### src/rtl/alu_cmd_sequencer_pkg.sv
// Shared definitions for the ALU command sequencer: widths, opcodes,
// sequencer state encoding and small opcode classification helpers.
package alu_defs;

  localparam int ALU_W = 4;
  localparam int OP_W  = 3;

  localparam logic [OP_W-1:0] OP_SUB = 3'd0;
  localparam logic [OP_W-1:0] OP_ADD = 3'd1;
  localparam logic [OP_W-1:0] OP_NOT = 3'd2;
  localparam logic [OP_W-1:0] OP_OR  = 3'd3;
  localparam logic [OP_W-1:0] OP_AND = 3'd4;

  typedef enum logic [1:0] {
    ST_IDLE    = 2'd0,
    ST_SETTLE  = 2'd1,
    ST_CAPTURE = 2'd2,
    ST_RESP    = 2'd3
  } seq_state_e;

  function automatic logic op_is_legal(input logic [OP_W-1:0] op);
    return (op <= OP_AND);
  endfunction

  // Only the arithmetic ops produce a meaningful overflow flag.
  function automatic logic op_has_ov(input logic [OP_W-1:0] op);
    return (op == OP_SUB) || (op == OP_ADD);
  endfunction

endpackage

### src/rtl/alu_cmd_sequencer_if.sv
// Command, ALU-drive and response signals of the sequencer, with a slave view
// for the sequencer and a master view for the controller plus ALU side.
interface alu_cmd_sequencer_if #(
  parameter int CNT_W = 8
);
  import alu_defs::*;

  logic              cmd_valid;
  logic              cmd_ready;
  logic [OP_W-1:0]   cmd_op;
  logic [ALU_W-1:0]  cmd_a;
  logic [ALU_W-1:0]  cmd_b;

  logic [ALU_W-1:0]  alu_a;
  logic [ALU_W-1:0]  alu_b;
  logic [OP_W-1:0]   alu_OpCode;
  logic [ALU_W-1:0]  alu_r;
  logic              alu_OVFlag;

  logic              rsp_valid;
  logic              rsp_ready;
  logic [ALU_W-1:0]  rsp_r;
  logic              rsp_ov;
  logic              rsp_err;
  logic              rsp_mismatch;
  logic [CNT_W-1:0]  mismatch_count;

  modport slave (
    input  cmd_valid, cmd_op, cmd_a, cmd_b,
    input  alu_r, alu_OVFlag,
    input  rsp_ready,
    output cmd_ready,
    output alu_a, alu_b, alu_OpCode,
    output rsp_valid, rsp_r, rsp_ov, rsp_err, rsp_mismatch, mismatch_count
  );

  modport master (
    output cmd_valid, cmd_op, cmd_a, cmd_b,
    output alu_r, alu_OVFlag,
    output rsp_ready,
    input  cmd_ready,
    input  alu_a, alu_b, alu_OpCode,
    input  rsp_valid, rsp_r, rsp_ov, rsp_err, rsp_mismatch, mismatch_count
  );

endinterface

### src/rtl/alu_cmd_sequencer_ref_model.sv
// Combinational reference for the 4-bit ALU: expected result, expected
// carry/borrow and opcode legality.
module alu_ref_model
  import alu_defs::*;
(
  input  logic [OP_W-1:0]  i_op,
  input  logic [ALU_W-1:0] i_a,
  input  logic [ALU_W-1:0] i_b,
  output logic [ALU_W-1:0] o_exp_r,
  output logic             o_exp_ov,
  output logic             o_legal
);

  logic [ALU_W:0] w_wide;

  // One extra bit carries the ADD carry or the SUB borrow.
  always_comb begin
    w_wide  = '0;
    o_legal = 1'b1;
    case (i_op)
      OP_SUB:  w_wide = {1'b0, i_a} - {1'b0, i_b};
      OP_ADD:  w_wide = {1'b0, i_a} + {1'b0, i_b};
      OP_NOT:  w_wide = {1'b0, ~i_a};
      OP_OR:   w_wide = {1'b0, i_a | i_b};
      OP_AND:  w_wide = {1'b0, i_a & i_b};
      default: begin
        w_wide  = '0;
        o_legal = 1'b0;
      end
    endcase
    o_exp_r  = w_wide[ALU_W-1:0];
    o_exp_ov = w_wide[ALU_W];
  end

endmodule

### src/rtl/alu_cmd_sequencer.sv
// Sequencer that drives the combinational ALU, lets it settle, captures and
// checks its result, and returns it over a valid/ready response channel.
module alu_cmd_sequencer
  import alu_defs::*;
#(
  parameter int SETTLE_CYCLES = 2,
  parameter int CNT_W         = 8
) (
  input logic               clk,
  input logic               rst_n,
  alu_cmd_sequencer_if.slave bus
);

  localparam logic [3:0]       SETTLE_LOAD = 4'(SETTLE_CYCLES - 1);
  localparam logic [CNT_W-1:0] CNT_MAX     = {CNT_W{1'b1}};

  seq_state_e        r_state, w_state_nxt;
  logic [3:0]        r_settle_cnt, w_settle_cnt_nxt;
  logic              r_illegal, w_illegal_nxt;
  logic              r_cmd_ready, w_cmd_ready_nxt;
  logic [ALU_W-1:0]  r_alu_a, w_alu_a_nxt;
  logic [ALU_W-1:0]  r_alu_b, w_alu_b_nxt;
  logic [OP_W-1:0]   r_alu_op, w_alu_op_nxt;
  logic              r_rsp_valid, w_rsp_valid_nxt;
  logic [ALU_W-1:0]  r_rsp_r, w_rsp_r_nxt;
  logic              r_rsp_ov, w_rsp_ov_nxt;
  logic              r_rsp_err, w_rsp_err_nxt;
  logic              r_rsp_mismatch, w_rsp_mismatch_nxt;
  logic [CNT_W-1:0]  r_mismatch_count, w_mismatch_count_nxt;

  logic              w_accept;
  logic              w_rsp_hs;
  logic [ALU_W-1:0]  w_exp_r;
  logic              w_exp_ov;
  logic              w_exp_legal;
  logic              w_mismatch;

  assign w_accept = bus.cmd_valid & r_cmd_ready;
  assign w_rsp_hs = r_rsp_valid & bus.rsp_ready;

  alu_ref_model u_ref (
    .i_op     (r_alu_op),
    .i_a      (r_alu_a),
    .i_b      (r_alu_b),
    .o_exp_r  (w_exp_r),
    .o_exp_ov (w_exp_ov),
    .o_legal  (w_exp_legal)
  );

  // Overflow is only meaningful (and only compared) for SUB and ADD.
  assign w_mismatch = (bus.alu_r != w_exp_r) |
                      (op_has_ov(r_alu_op) & (bus.alu_OVFlag != w_exp_ov));

  // State register.
  always_ff @(posedge clk) begin
    if (!rst_n) begin
      r_state <= ST_IDLE;
    end else begin
      r_state <= w_state_nxt;
    end
  end

  // Next-state logic; illegal ops skip settling and pass through CAPTURE
  // only to line the error response up one cycle after the accept.
  always_comb begin
    w_state_nxt = r_state;
    case (r_state)
      ST_IDLE: begin
        if (w_accept) begin
          w_state_nxt = op_is_legal(bus.cmd_op) ? ST_SETTLE : ST_CAPTURE;
        end else begin
          w_state_nxt = ST_IDLE;
        end
      end
      ST_SETTLE: begin
        if (r_settle_cnt == 4'd0) begin
          w_state_nxt = ST_CAPTURE;
        end else begin
          w_state_nxt = ST_SETTLE;
        end
      end
      ST_CAPTURE: w_state_nxt = ST_RESP;
      ST_RESP: begin
        if (w_rsp_hs) begin
          w_state_nxt = ST_IDLE;
        end else begin
          w_state_nxt = ST_RESP;
        end
      end
      default: w_state_nxt = ST_IDLE;
    endcase
  end

  // Next values of every registered output and datapath register.
  always_comb begin
    w_cmd_ready_nxt      = (w_state_nxt == ST_IDLE);
    w_settle_cnt_nxt     = r_settle_cnt;
    w_illegal_nxt        = r_illegal;
    w_alu_a_nxt          = r_alu_a;
    w_alu_b_nxt          = r_alu_b;
    w_alu_op_nxt         = r_alu_op;
    w_rsp_valid_nxt      = r_rsp_valid;
    w_rsp_r_nxt          = r_rsp_r;
    w_rsp_ov_nxt         = r_rsp_ov;
    w_rsp_err_nxt        = r_rsp_err;
    w_rsp_mismatch_nxt   = r_rsp_mismatch;
    w_mismatch_count_nxt = r_mismatch_count;
    case (r_state)
      ST_IDLE: begin
        if (w_accept && op_is_legal(bus.cmd_op)) begin
          w_alu_a_nxt      = bus.cmd_a;
          w_alu_b_nxt      = bus.cmd_b;
          w_alu_op_nxt     = bus.cmd_op;
          w_settle_cnt_nxt = SETTLE_LOAD;
          w_illegal_nxt    = 1'b0;
        end else if (w_accept) begin
          w_illegal_nxt    = 1'b1;
        end else begin
          w_illegal_nxt    = r_illegal;
        end
      end
      ST_SETTLE: begin
        if (r_settle_cnt != 4'd0) begin
          w_settle_cnt_nxt = r_settle_cnt - 4'd1;
        end else begin
          w_settle_cnt_nxt = r_settle_cnt;
        end
      end
      ST_CAPTURE: begin
        w_rsp_valid_nxt = 1'b1;
        if (r_illegal || !w_exp_legal) begin
          w_rsp_r_nxt        = 4'd0;
          w_rsp_ov_nxt       = 1'b0;
          w_rsp_err_nxt      = 1'b1;
          w_rsp_mismatch_nxt = 1'b0;
        end else begin
          w_rsp_r_nxt        = bus.alu_r;
          w_rsp_ov_nxt       = op_has_ov(r_alu_op) ? bus.alu_OVFlag : 1'b0;
          w_rsp_err_nxt      = 1'b0;
          w_rsp_mismatch_nxt = w_mismatch;
          if (w_mismatch && (r_mismatch_count != CNT_MAX)) begin
            w_mismatch_count_nxt = r_mismatch_count + CNT_W'(1);
          end else begin
            w_mismatch_count_nxt = r_mismatch_count;
          end
        end
      end
      ST_RESP: begin
        if (w_rsp_hs) begin
          w_rsp_valid_nxt = 1'b0;
        end else begin
          w_rsp_valid_nxt = 1'b1;
        end
      end
      default: begin
        w_rsp_valid_nxt = 1'b0;
      end
    endcase
  end

  // Output and datapath registers; reset clears every visible output.
  always_ff @(posedge clk) begin
    if (!rst_n) begin
      r_cmd_ready      <= 1'b0;
      r_settle_cnt     <= 4'd0;
      r_illegal        <= 1'b0;
      r_alu_a          <= '0;
      r_alu_b          <= '0;
      r_alu_op         <= '0;
      r_rsp_valid      <= 1'b0;
      r_rsp_r          <= '0;
      r_rsp_ov         <= 1'b0;
      r_rsp_err        <= 1'b0;
      r_rsp_mismatch   <= 1'b0;
      r_mismatch_count <= '0;
    end else begin
      r_cmd_ready      <= w_cmd_ready_nxt;
      r_settle_cnt     <= w_settle_cnt_nxt;
      r_illegal        <= w_illegal_nxt;
      r_alu_a          <= w_alu_a_nxt;
      r_alu_b          <= w_alu_b_nxt;
      r_alu_op         <= w_alu_op_nxt;
      r_rsp_valid      <= w_rsp_valid_nxt;
      r_rsp_r          <= w_rsp_r_nxt;
      r_rsp_ov         <= w_rsp_ov_nxt;
      r_rsp_err        <= w_rsp_err_nxt;
      r_rsp_mismatch   <= w_rsp_mismatch_nxt;
      r_mismatch_count <= w_mismatch_count_nxt;
    end
  end

  assign bus.cmd_ready      = r_cmd_ready;
  assign bus.alu_a          = r_alu_a;
  assign bus.alu_b          = r_alu_b;
  assign bus.alu_OpCode     = r_alu_op;
  assign bus.rsp_valid      = r_rsp_valid;
  assign bus.rsp_r          = r_rsp_r;
  assign bus.rsp_ov         = r_rsp_ov;
  assign bus.rsp_err        = r_rsp_err;
  assign bus.rsp_mismatch   = r_rsp_mismatch;
  assign bus.mismatch_count = r_mismatch_count;

endmodule

### src/flat_wrapper.sv
// flat-port wrapper written by rule: the top's interface ports become plain ports
module alu_cmd_sequencer_flat import alu_defs::*;
#(
  parameter int SETTLE_CYCLES = 2,
  parameter int CNT_W         = 8
)
  (clk, rst_n, bus_cmd_valid, bus_cmd_op, bus_cmd_a, bus_cmd_b, bus_alu_r, bus_alu_OVFlag, bus_rsp_ready, bus_cmd_ready, bus_alu_a, bus_alu_b, bus_alu_OpCode, bus_rsp_valid, bus_rsp_r, bus_rsp_ov, bus_rsp_err, bus_rsp_mismatch, bus_mismatch_count);
  alu_cmd_sequencer_if #(.CNT_W(CNT_W)) bus_i ();
  input logic clk;
  input logic rst_n;
  input wire logic [$bits(bus_i.cmd_valid)-1:0] bus_cmd_valid;
  input wire logic [$bits(bus_i.cmd_op)-1:0] bus_cmd_op;
  input wire logic [$bits(bus_i.cmd_a)-1:0] bus_cmd_a;
  input wire logic [$bits(bus_i.cmd_b)-1:0] bus_cmd_b;
  input wire logic [$bits(bus_i.alu_r)-1:0] bus_alu_r;
  input wire logic [$bits(bus_i.alu_OVFlag)-1:0] bus_alu_OVFlag;
  input wire logic [$bits(bus_i.rsp_ready)-1:0] bus_rsp_ready;
  output wire logic [$bits(bus_i.cmd_ready)-1:0] bus_cmd_ready;
  output wire logic [$bits(bus_i.alu_a)-1:0] bus_alu_a;
  output wire logic [$bits(bus_i.alu_b)-1:0] bus_alu_b;
  output wire logic [$bits(bus_i.alu_OpCode)-1:0] bus_alu_OpCode;
  output wire logic [$bits(bus_i.rsp_valid)-1:0] bus_rsp_valid;
  output wire logic [$bits(bus_i.rsp_r)-1:0] bus_rsp_r;
  output wire logic [$bits(bus_i.rsp_ov)-1:0] bus_rsp_ov;
  output wire logic [$bits(bus_i.rsp_err)-1:0] bus_rsp_err;
  output wire logic [$bits(bus_i.rsp_mismatch)-1:0] bus_rsp_mismatch;
  output wire logic [$bits(bus_i.mismatch_count)-1:0] bus_mismatch_count;
  assign bus_i.cmd_valid = bus_cmd_valid;
  assign bus_i.cmd_op = bus_cmd_op;
  assign bus_i.cmd_a = bus_cmd_a;
  assign bus_i.cmd_b = bus_cmd_b;
  assign bus_i.alu_r = bus_alu_r;
  assign bus_i.alu_OVFlag = bus_alu_OVFlag;
  assign bus_i.rsp_ready = bus_rsp_ready;
  assign bus_cmd_ready = bus_i.cmd_ready;
  assign bus_alu_a = bus_i.alu_a;
  assign bus_alu_b = bus_i.alu_b;
  assign bus_alu_OpCode = bus_i.alu_OpCode;
  assign bus_rsp_valid = bus_i.rsp_valid;
  assign bus_rsp_r = bus_i.rsp_r;
  assign bus_rsp_ov = bus_i.rsp_ov;
  assign bus_rsp_err = bus_i.rsp_err;
  assign bus_rsp_mismatch = bus_i.rsp_mismatch;
  assign bus_mismatch_count = bus_i.mismatch_count;
  alu_cmd_sequencer #(.SETTLE_CYCLES(SETTLE_CYCLES), .CNT_W(CNT_W)) u_core (.clk(clk), .rst_n(rst_n), .bus(bus_i));
endmodule
### config.mk
export PLATFORM = sky130hd
export DESIGN_NAME = alu_cmd_sequencer_flat
export DESIGN_NICKNAME = d
export VERILOG_FILES = /design/src/rtl/alu_cmd_sequencer_pkg.sv /design/src/rtl/alu_cmd_sequencer_if.sv /design/src/rtl/alu_cmd_sequencer_ref_model.sv /design/src/rtl/alu_cmd_sequencer.sv /design/src/flat_wrapper.sv
export SDC_FILE = /design/constraint.sdc
export NUM_CORES = 1
export LEC_CHECK = 0
export ABC_CLOCK_PERIOD_IN_PS = 6100
export CELL_PAD_IN_SITES_DETAIL_PLACEMENT = 0
export CELL_PAD_IN_SITES_GLOBAL_PLACEMENT = 1
export CORE_ASPECT_RATIO = 0.6
export CORE_MARGIN = 4
export CORE_UTILIZATION = 39
export CTS_CLUSTER_SIZE = 40
export DETAILED_ROUTE_END_ITERATION = 16
export HOLD_SLACK_MARGIN = 0.06
export PLACE_DENSITY_LB_ADDON = 0.1
export SLEW_MARGIN = 0
export SYNTH_ARGS = -nofsm -noshare
export SYNTH_HDL_FRONTEND = slang
export SYNTH_HIERARCHICAL = 1
export SYNTH_SLANG_ARGS = --single-unit
### constraint.sdc
create_clock -name clk -period 6.1 [get_ports clk]
set_clock_uncertainty 0.2 [all_clocks]
set_input_delay 0.61 -clock clk [delete_from_list [all_inputs] [get_ports clk]]
set_output_delay 0.61 -clock clk [all_outputs]
set_load 0.01 [all_outputs]
== Word-level counts from Yosys, hierarchy flattened ==
Cells that the tools add are included.
Word-level totals
  register bits: 35
  bits of input ports: 20
  output and inout port bits: 28
  logic and storage cells: 75
Operators by class
  $add $sub $neg: 4
  magnitude comparators: 1
  equal/unequal tests: 12
  multiplexer cells: 19
  bitwise operators: 8
  reduce and logical (&&, ||, !) cells: 18
Operator list (count)
  $pmux W5 S5: 1
  $mux W4: 3
  $add A8 B1 Y8 const B: 1
  $mux W1: 8
  $mux W2: 4
  $ne A8 B8 Y1 const B: 1
  $pmux W2 S4: 1
  $pmux W4 S2: 1
  $eq A3 B2 Y1 const B: 2
  $reduce_and A3 Y1: 2
  $reduce_bool A2 Y1: 3
  $add A4 B4 Y5: 1
  $reduce_or A5 Y1: 1
  $sub A4 B4 Y5: 1
  $and A4 B4 Y4: 1
  $eq A2 B2 Y1 const B: 2
  $logic_not A2 Y1: 2
  $logic_not A4 Y1: 1
  $ne A2 B1 Y1 const B: 2
  $ne A4 B4 Y1: 1
  $not A4 Y4: 1
  $or A4 B4 Y4: 1
  $reduce_and A2 Y1: 2
  $reduce_bool A4 Y1: 1
  other kinds (14): 18

== Logic depth before layout (Yosys ltp) ==
  word-level depth: 7
  mapped depth: 14
  mapped depth without buffers: 13

== Modules after synthesis ==
The synthesis kept the hierarchy.
Modules (own cells, without submodules)
  alu_cmd_sequencer: times used 1, cells each 188, area an instance 1632.8 µm², sequential area each 700.7 µm²
  alu_ref_model: times used 1, cells each 54, area an instance 380.4 µm², sequential area each 0.0 µm²

== Worst setup path before layout ==
No wires, ideal clock.
  path kind: register to register
  start point: register u_core.r_alu_op[1] (netlist: u_core/bus.alu_OpCode[1])
  end point: register u_core.r_mismatch_count[6] (netlist: u_core/bus.mismatch_count[6])
  library setup time: 0.116 ns
  arrival: 3.041 ns
  data required time: 5.784 ns
  path slack: 2.742 ns
  cell stages (with the launch flop): 14
  period minus slack after synthesis: 3.358 ns
  cell sequence: dfxtp_1 buf_2 nor2_1 nand2_1 o21ai_0 ha_1 a21o_1 a21oi_2 xnor2_1 a221o_1 xor2_1 nor4_4 a2111oi_2 o211a_1
RTL lines
  start: declaration: RTL line alu_cmd_sequencer.sv:23  | logic [OP_W-1:0] r_alu_op, w_alu_op_nxt;
  start signal: assignment: RTL line alu_cmd_sequencer.sv:182  | r_alu_op <= w_alu_op_nxt;
  $eq A3 B3 Y1, or another cell as far along: RTL line alu_cmd_sequencer_ref_model.sv:20  | case (i_op)
  $pmux W5 S5 *: RTL line alu_cmd_sequencer_ref_model.sv:20
  via u_core.w_exp_r[3]: RTL line alu_cmd_sequencer.sv:33  | logic [ALU_W-1:0] w_exp_r;
  $ne A4 B4 Y1 *: RTL line alu_cmd_sequencer.sv:51  | assign w_mismatch = (bus.alu_r != w_exp_r) |
  $or A1 B1 Y1 *: RTL line alu_cmd_sequencer.sv:51
  $logic_and A1 B1 Y1 *: RTL line alu_cmd_sequencer.sv:141  | if (w_mismatch && (r_mismatch_count != CNT_MAX)) begin
  $reduce_and A3 Y1 (no line) *
  end signal: assignment: RTL line alu_cmd_sequencer.sv:188  | r_mismatch_count <= w_mismatch_count_nxt;
  end: declaration: RTL line alu_cmd_sequencer.sv:29  | logic [CNT_W-1:0] r_mismatch_count, w_mismatch_count_nxt;
The timed path passes the listed nets; every way through them passes the cells marked *.
A chain may end at the register's enable or synchronous reset.

== Worst setup path after layout ==
  start point: register u_core.r_alu_op[1] (netlist: u_core/bus.alu_OpCode[1])
  end point: register u_core.r_mismatch_count[7] (netlist: u_core/bus.mismatch_count[7])
The elaborated chain is that of the path after synthesis.

==> flow_summary.json <==
{
  "route.detailed.vias_per_inst": 5.50,
  "slew_headroom_pct": 44.4,
  "timing.hold.ws_ns": 0.267,
  "mostFrequentLayoutCell": "sky130_fd_sc_hd__clkdlybuf4s50_1",
  "report.power.total_uw": 707,
  "place_worst_setup_slack_ns": 2.50,
  "vias_after_detailed_routing": 1925,
  "critPathLaunchType": "flip-flop",
  "synth-edff-count": 0,
  "cp_data_required_time_ns": 6.10,
  "hold_path.class": "flip-flop to flip-flop",
  "layout.nets": 315,
  "worst_hold_path.endpoint": "u_core/bus.rsp_err",
  "ys_top_cells_by_area": "sky130_fd_sc_hd__dfxtp_1 35%, sky130_fd_sc_hd__a21oi_1 6.2%, sky130_fd_sc_hd__nand2_1 5.8%",
  "drtIter0Drc": 153,
  "hold_start": "u_core/bus.rsp_err",
  "detailedRoute.firstPassIterationCount": 4,
  "vias_in_the_first_global_route": 1737,
  "final_sum_of_negative_setup_slack_ns": 0,
  "yosys_warnings": 6,
  "globalplace.congestion": 0.897,
  "worstPathCellList": "nor2_1 -> nand2_1 -> o21ai_0 -> ha_1 -> a21o_1 -> a21oi_2 -> xnor2_1 -> a221o_1 -> xor2_1 -> nor4_4 -> a2111oi_1 -> a211oi_1",
  "fraction_of_synthesis_flops_using_an_asynchronous_set_or_reset_pin_pct": 0,
  "report.final.setup_viol": 0,
  "floorplan.rows": 19,
  "postCtsSetupBuffers": 0,
  "postSynthRegisterBits": 35,
  "clock-sinks": 35,
  "clockRootBuffer": "sky130_fd_sc_hd__clkbuf_8",
  "layout_worst_path_cycle_share_pct": 60.2,
  "tritoncts": "built",
  "postSynth.topFlopCell": "sky130_fd_sc_hd__dfxtp_1",
  "critical-path-max-stage-delay_ns": 0.56,
  "rr_startpoint": "u_core/bus.alu_OpCode[1]",
  "area_of_the_mapped_netlist_um2": 2010,
  "most-common-layout-cells": "47 x sky130_fd_sc_hd__clkdlybuf4s50_1, 35 x sky130_fd_sc_hd__dfxtp_1, 31 x sky130_fd_sc_hd__nand2_1",
  "floorplan.initialDensity_pct": 42.1,
  "drt-wirelength-per-cell_um": 15.6,
  "clockBufferDepth": 2,
  "synth_top_cell_by_area": "sky130_fd_sc_hd__dfxtp_1",
  "skew_pair_late_insertion_delay_ns": 0.29,
  "remaining_drc_errors": 0,
  "slack_of_the_worst_reg_to_reg_path_ns": 2.43,
  "netlist-cell-type-count": 54,
  "worst_slew_pin_slew_ns": 0.828,
  "total_leakage_power_uw": 0.000960,
  "critical_path_peak_fanout": 14,
  "slowest_stage": "sky130_fd_sc_hd__nor4_4",
  "grt_pass1_wl_um": 9270,
  "floorplan_core_area_um2": 4780,
  "timing.max_cap.violations": 0,
  "max_freq_mhz": 272,
  "critPathCaptureType": "flip-flop",
  "worstHoldPathCells": 2,
  "cts-hold-fix-buffers": 0,
  "number_of_instances_resized_during_post_cts_repair": 0,
  "dieHeight_um": 63.7,
  "syn-mean-instance-area_um2": 8.32,
  "status": "finished, final reports clean",
  "total_number_of_h_tree_levels": 2,
  "routed_wirelength_um": 5470,
  "chipWidth_um": 101,
  "grt_start_max_net_pins": 24,
  "antenna_cells": 0,
  "dieArea_um2": 6410,
  "post_route_cells_drive_above_1_share_pct": 6.97,
  "congestion_overflow_gr": 0,
  "worst_path_arrival_time_ns": 3.67,
  "synth_top_area_share_pct": 34.8,
  "report.final.hold_viol_count": 0,
  "mappedNetlistNets": 271,
  "timing.reg2reg.worst_path_depth": 12,
  "layout_overhead_on_the_synthesized_area_pct": 28.8,
  "fin_util_pct": 54.3,
  "design.portCount": 48,
  "finalMaxSlewViolations": 0,
  "post_synth_inst_count": 242,
  "timing_worst_setup_path_type": "flip-flop to flip-flop",
  "antenna_violating_nets_post_route": 0,
  "cts_inserted_buffers": 5,
  "dp_hpwl_um": 4040,
  "grt_setup_unrepaired": "no",
  "cts.clk_slew.worst_paths_ns": 0.08,
  "finalCriticalPeriod_ns": 3.67,
  "place.port_buffers": 47,
  "globalRouteTotalUtil_pct": 18.2,
  "initial_antenna_violation_count": 0,
  "vdd.ir_drop.worst_uv": 109,
  "layout_setup_ws_ns": 2.43,
  "reg2reg_to": "u_core/bus.mismatch_count[7]",
  "sequential_share_of_the_synthesized_area_pct": 34.8,
  "power_density_nw_per_um2": 273
}
[per-layer routing]
| metal | vias to the layer above | track usage (%) | wire length (um) |
|---|---|---|---|
| met5 | - | 0 | 0 |
| met4 | 0 | 4.54 | 41 |
| met3 | 5 | 4.52 | 410 |
| met2 | 61 | 22.6 | 2040 |
| met1 | 896 | 29.6 | 2980 |
| li1 | 963 | - | - |
[critical path: cells and delay by family (launching register included)]
kind	cells	cell delay (ns)
fa+ha+maj	1	0.31
xor+xnor	2	0.27
flops	1	0.44
simple gates	3	0.93
compound gates	6	1.45
[cells in the mapped netlist, types with 2 or more instances]
master and number:
sky130_fd_sc_hd__o21ai_0 13, sky130_fd_sc_hd__mux2i_1 6, sky130_fd_sc_hd__nand3_1 13, sky130_fd_sc_hd__nor3_1 2, sky130_fd_sc_hd__o311ai_0 2, sky130_fd_sc_hd__xor2_1 8
sky130_fd_sc_hd__buf_2 3, sky130_fd_sc_hd__o211ai_1 2, sky130_fd_sc_hd__ha_1 8, sky130_fd_sc_hd__a21oi_1 25, sky130_fd_sc_hd__nand2_1 31, sky130_fd_sc_hd__clkbuf_1 5
sky130_fd_sc_hd__and3_1 4, sky130_fd_sc_hd__inv_1 12, sky130_fd_sc_hd__nor2b_1 2, sky130_fd_sc_hd__or3_1 3, sky130_fd_sc_hd__a21o_1 3, sky130_fd_sc_hd__nand4_1 2
sky130_fd_sc_hd__nand2b_1 7, sky130_fd_sc_hd__a32oi_1 3, sky130_fd_sc_hd__a31oi_1 2, sky130_fd_sc_hd__a211oi_1 4, sky130_fd_sc_hd__a22oi_1 5, sky130_fd_sc_hd__dfxtp_1 35
sky130_fd_sc_hd__xnor2_1 2, sky130_fd_sc_hd__nor2_1 12
[cell families after synthesis]
kind of cell,synth area share (%)
and+or+nand+nor,23.8
AOI/OAI and AO/OA,23.1
DFF,34.8
buffers and inverters,5.03
xor gates and xnor gates,4.35
adders and majority gates,5.97
muxes,2.98
[state kept, by name (all words and copies together) (netlist names), 2 cells and up]
signal,cells
u_core/bus.alu_b,4
u_core/r_state,2
u_core/bus.mismatch_count,8
u_core/r_settle_cnt,4
u_core/bus.alu_a,4
u_core/bus.alu_OpCode,3
u_core/bus.rsp_r,4
[through the flow]
step / std cells / instance area, um2
2_1_floorplan: 242 / 2010
3_3_place_gp: 342 / 2510
3_5_place_dp: 342 / 2510
4_1_cts: 350 / 2590
5_1_grt: 350 / 2590
6_report: 350 / 2590
[report_power, final]
part	switching (uW)	internal, uW
Clock	88.7	78.2
Sequential	34.4	257
Combinational	132	117
[worst max path at each step]
| stage | startpoint | endpoint |
|---|---|---|
| after floorplan | u_core/bus.alu_OpCode[1] | u_core/bus.mismatch_count[6] |
| after global placement | u_core/bus.alu_OpCode[1] | u_core/bus.mismatch_count[0] |
| after detailed placement | u_core/bus.alu_OpCode[1] | u_core/bus.mismatch_count[1] |
| after CTS | u_core/bus.alu_OpCode[1] | u_core/bus.mismatch_count[1] |
| after global routing | u_core/bus.alu_OpCode[1] | u_core/bus.mismatch_count[1] |
| final | u_core/bus.alu_OpCode[1] | u_core/bus.mismatch_count[7] |
[final cells by class]
cell class | instances | area, um2
fillers | 471 | 2180
multi-input cells | 184 | 1210
flip-flops and latches | 35 | 701
repair buffers | 47 | 470
well taps | 63 | 78.8
clock buffers | 5 | 68.8
inverters | 13 | 48.8
clock inverters | 3 | 15.0
(Power assumes the default switching activity.)
==> RTL edit, RTL diff (same flow settings) <==
Encoding of `seq_state_e`: now one-hot (4 bits for 4 states).
--- a/src/rtl/alu_cmd_sequencer_pkg.sv
+++ b/src/rtl/alu_cmd_sequencer_pkg.sv
@@ -13,7 +13,7 @@
 
-  typedef enum logic [1:0] {
-    ST_IDLE    = 2'd0,
-    ST_SETTLE  = 2'd1,
-    ST_CAPTURE = 2'd2,
-    ST_RESP    = 2'd3
+  typedef enum logic [3:0] {
+    ST_IDLE    = 4'b0001,
+    ST_SETTLE  = 4'b0010,
+    ST_CAPTURE = 4'b0100,
+    ST_RESP    = 4'b1000
   } seq_state_e;
Behaviour: same outputs for any inputs over 10 cycles, from zero or initial values and one cycle with rst_n low; not proved beyond that.
==> RTL edit against the original RTL <==
  * Non-clock buffer count unchanged
  * Critical path depth is 1 higher
  * Sequential cell count grew 2
  * Design area grew 0.92%
  * Worst setup slack lost 320 ps
  * First-iteration DRC count shrank 16%
  * Worst hold slack worse by 9.0 ps
  * Die area increased by 2.6%
  * Routed wire length is 7.2% lower
  * Sequential share of layout area grew 1.3 points
  * Area after synthesis up 2.9%
  * Global-route usage fell by 2.1 points
  * Cell count decreased by 0.57%
  * Critical endpoint is now u_core/bus.mismatch_count[6]$_SDFFE_PN0P_
  * Largest cell class unchanged
  * Highest routed layer unchanged
Power is not compared: it rests on default switching activity, and its combinational part moved more than twofold at a synthesized area within 25%.
==> RTL edit: results (changes against the original RTL) <==
[status]
status = complete, no violations

[finish]
drive_gt1_frac = 0.0426  ; -0.0271
multi_input_gates = 178  ; -3.3%
clkbuf_count = 7  ; +2
num-nonclk-inverters = 13  ; unchanged
fillers = 524  ; +11%
multi_input_area_share = 0.454  ; -0.0128
diodes = 0  ; unchanged
clk_share = 0.0330  ; +0.000663
layout.nets = 311  ; -1.3%
nonClkBufAreaFrac = 0.180  ; -0.00165
largest_register_ffs = 8  ; unchanged
regArea_um2 = 741  ; +5.7%
signal_buffers = 47  ; unchanged

[yosys]
yosysSeqAreaShare = 0.357  ; +0.00945
synthAdderAreaFrac = 0.0580  ; -0.00169
synth_mux_area_frac = 0.0580  ; +0.0281
async_flop_share = 0  ; unchanged
synthesis.nets = 272  ; +0.37%
synth_compound_area_frac = 0.193  ; -0.0373
synthTopCellsByCount = dfxtp_1 (37), nor2_1 (30), a21oi_1 (18)
synth_seq_cells = 37  ; +5.7%
yosysUniqueCellTypes = 52  ; -3.7%
synth_xor_area_frac = 0.0550  ; +0.0114
syn_inst = 243  ; +0.41%
netlist_top_cells_area = dfxtp_1 (36%), mux2i_1 (5.8%), nor2_1 (5.4%)

[cts]
post_cts_resized = 0  ; unchanged
cts_made_buffers = 5  ; unchanged
htree_num_levels = 2  ; unchanged

[hold_path]
hp-start = u_core/bus.rsp_mismatch$_SDFFE_PN0P_
hold_end = u_core/bus.rsp_mismatch$_SDFFE_PN0P_
min_path_cells = 2  ; unchanged
hold_path.class = flop to flop

[grt]
grt_max_degree = 30  ; +25%
antenna_found_initial = 0  ; unchanged
track_usage = 0.161  ; -0.0208
grt_pass1_wl_mm = 8.38  ; -9.6%
first_global_vias = 1644  ; -5.4%

[placement]
place_inst = 341  ; -0.29%
dp_hpwl_mm = 3.64  ; -9.8%
routabilityCongestion = 0.801  ; -11%
placed_area_um2 = 2530  ; +0.85%

[critical_path]
worst-path-max-fanout = 14  ; unchanged
r2r_cells = 13  ; +1
timing.rr.end = u_core/bus.mismatch_count[6]$_SDFFE_PN0P_
r2r-start = u_core/bus.alu_OpCode[1]$_SDFFE_PN0P_
arrival_ps = 3980  ; +310 ps
r2r_slack_ps = 2100  ; -320 ps

[sta]
worst_hold_slack_ps = 258  ; -8.98 ps
tightest_slew_ps = 973  ; +145 ps

[routing]
routedWlPerCell_um = 14.6  ; -6.7%
vias = 1819  ; -5.5%
wl_mm = 5.08  ; -7.2%
initialDrtViolationCount = 128  ; -16%
drtPass1Iterations = 4  ; unchanged
drc = 0  ; unchanged

[floorplanning]
nWellTaps = 66  ; +4.8%

[power]
power.leakage_nw = 0.993

-- RTL edit: cell count changes after synthesis, moves of 3 or more --
cell	change
nand2b_1	-4
buf_6	+3
xnor2_1	+5
mux2i_1	+6
nand3_1	-7
a211oi_1	-3
or4_1	+5
a21oi_1	-7
o31ai_1	+5
nand2_1	-20
nor3_1	+3
nor2_1	+18
-- RTL edit: worst max-delay path: stages (launching register included) --
cell and delay [ps]:
dfxtp_1 430, nor2_1 240, nand2_1 110, o21ai_0 380
ha_1 320, a21o_1 190, a21oi_2 140, xnor2_1 70
a221o_1 380, xnor2_1 160, nand4_1 100, a21oi_1 690
nor2_1 180, a221oi_1 310
-- RTL edit: kinds of logic after synthesis --
| family | after synthesis |
|---|---|
| adders and majority gates | 9 |
| xor gates and xnor gates | 13 |
| DFF | 37 |
| buffers and inverters | 28 |
| AOI/OAI and AO/OA | 61 |
| muxes | 12 |
| and+or+nand+nor | 83 |
-- RTL edit: stage by stage --
step                      setup WS, ps   util
after global routing              1740  0.513
after CTS                         2160  0.513
after global placement            2270  0.496
final                             2100  0.513
after detailed placement          2180  0.496
after floorplan                   2670      -
-- RTL edit: power groups by stage --
| stage | Combinational (mW) | Sequential (mW) | Clock (mW) |
|---|---|---|---|
| 3_3_place_gp | 0.0834 | 0.264 | 0 |
| 4_1_cts | 0.0836 | 0.259 | 0.183 |
| 5_1_grt | 0.0934 | 0.260 | 0.194 |
| 3_5_place_dp | 0.0832 | 0.264 | 0 |
| 6_report | 0.0840 | 0.259 | 0.176 |
| 2_1_floorplan | 0.0542 | 0.261 | 0 |
-- RTL edit: worst max path at each step --
stage / to / from / slack, ps
2_1_floorplan: u_core/bus.mismatch_count[6]$_SDFFE_PN0P_ / u_core/bus.alu_OpCode[1]$_SDFFE_PN0P_ / 2670
3_3_place_gp: u_core/bus.mismatch_count[6]$_SDFFE_PN0P_ / u_core/bus.alu_OpCode[1]$_SDFFE_PN0P_ / 2270
3_5_place_dp: u_core/bus.mismatch_count[6]$_SDFFE_PN0P_ / u_core/bus.alu_OpCode[1]$_SDFFE_PN0P_ / 2180
4_1_cts: u_core/bus.mismatch_count[6]$_SDFFE_PN0P_ / u_core/bus.alu_OpCode[1]$_SDFFE_PN0P_ / 2160
5_1_grt: u_core/bus.mismatch_count[6]$_SDFFE_PN0P_ / u_core/bus.alu_OpCode[1]$_SDFFE_PN0P_ / 1740
6_report: u_core/bus.mismatch_count[6]$_SDFFE_PN0P_ / u_core/bus.alu_OpCode[1]$_SDFFE_PN0P_ / 2100
-- RTL edit: routing by layer --
metal / routed length (um) / vias to the layer above / GRT usage
met1: 2800 / 808 / 0.248
li1: - / 949 / -
met3: 335 / 5 / 0.0387
met2: 1910 / 57 / 0.219
met5: 0 / - / 0
met4: 33 / 0 / 0.0442
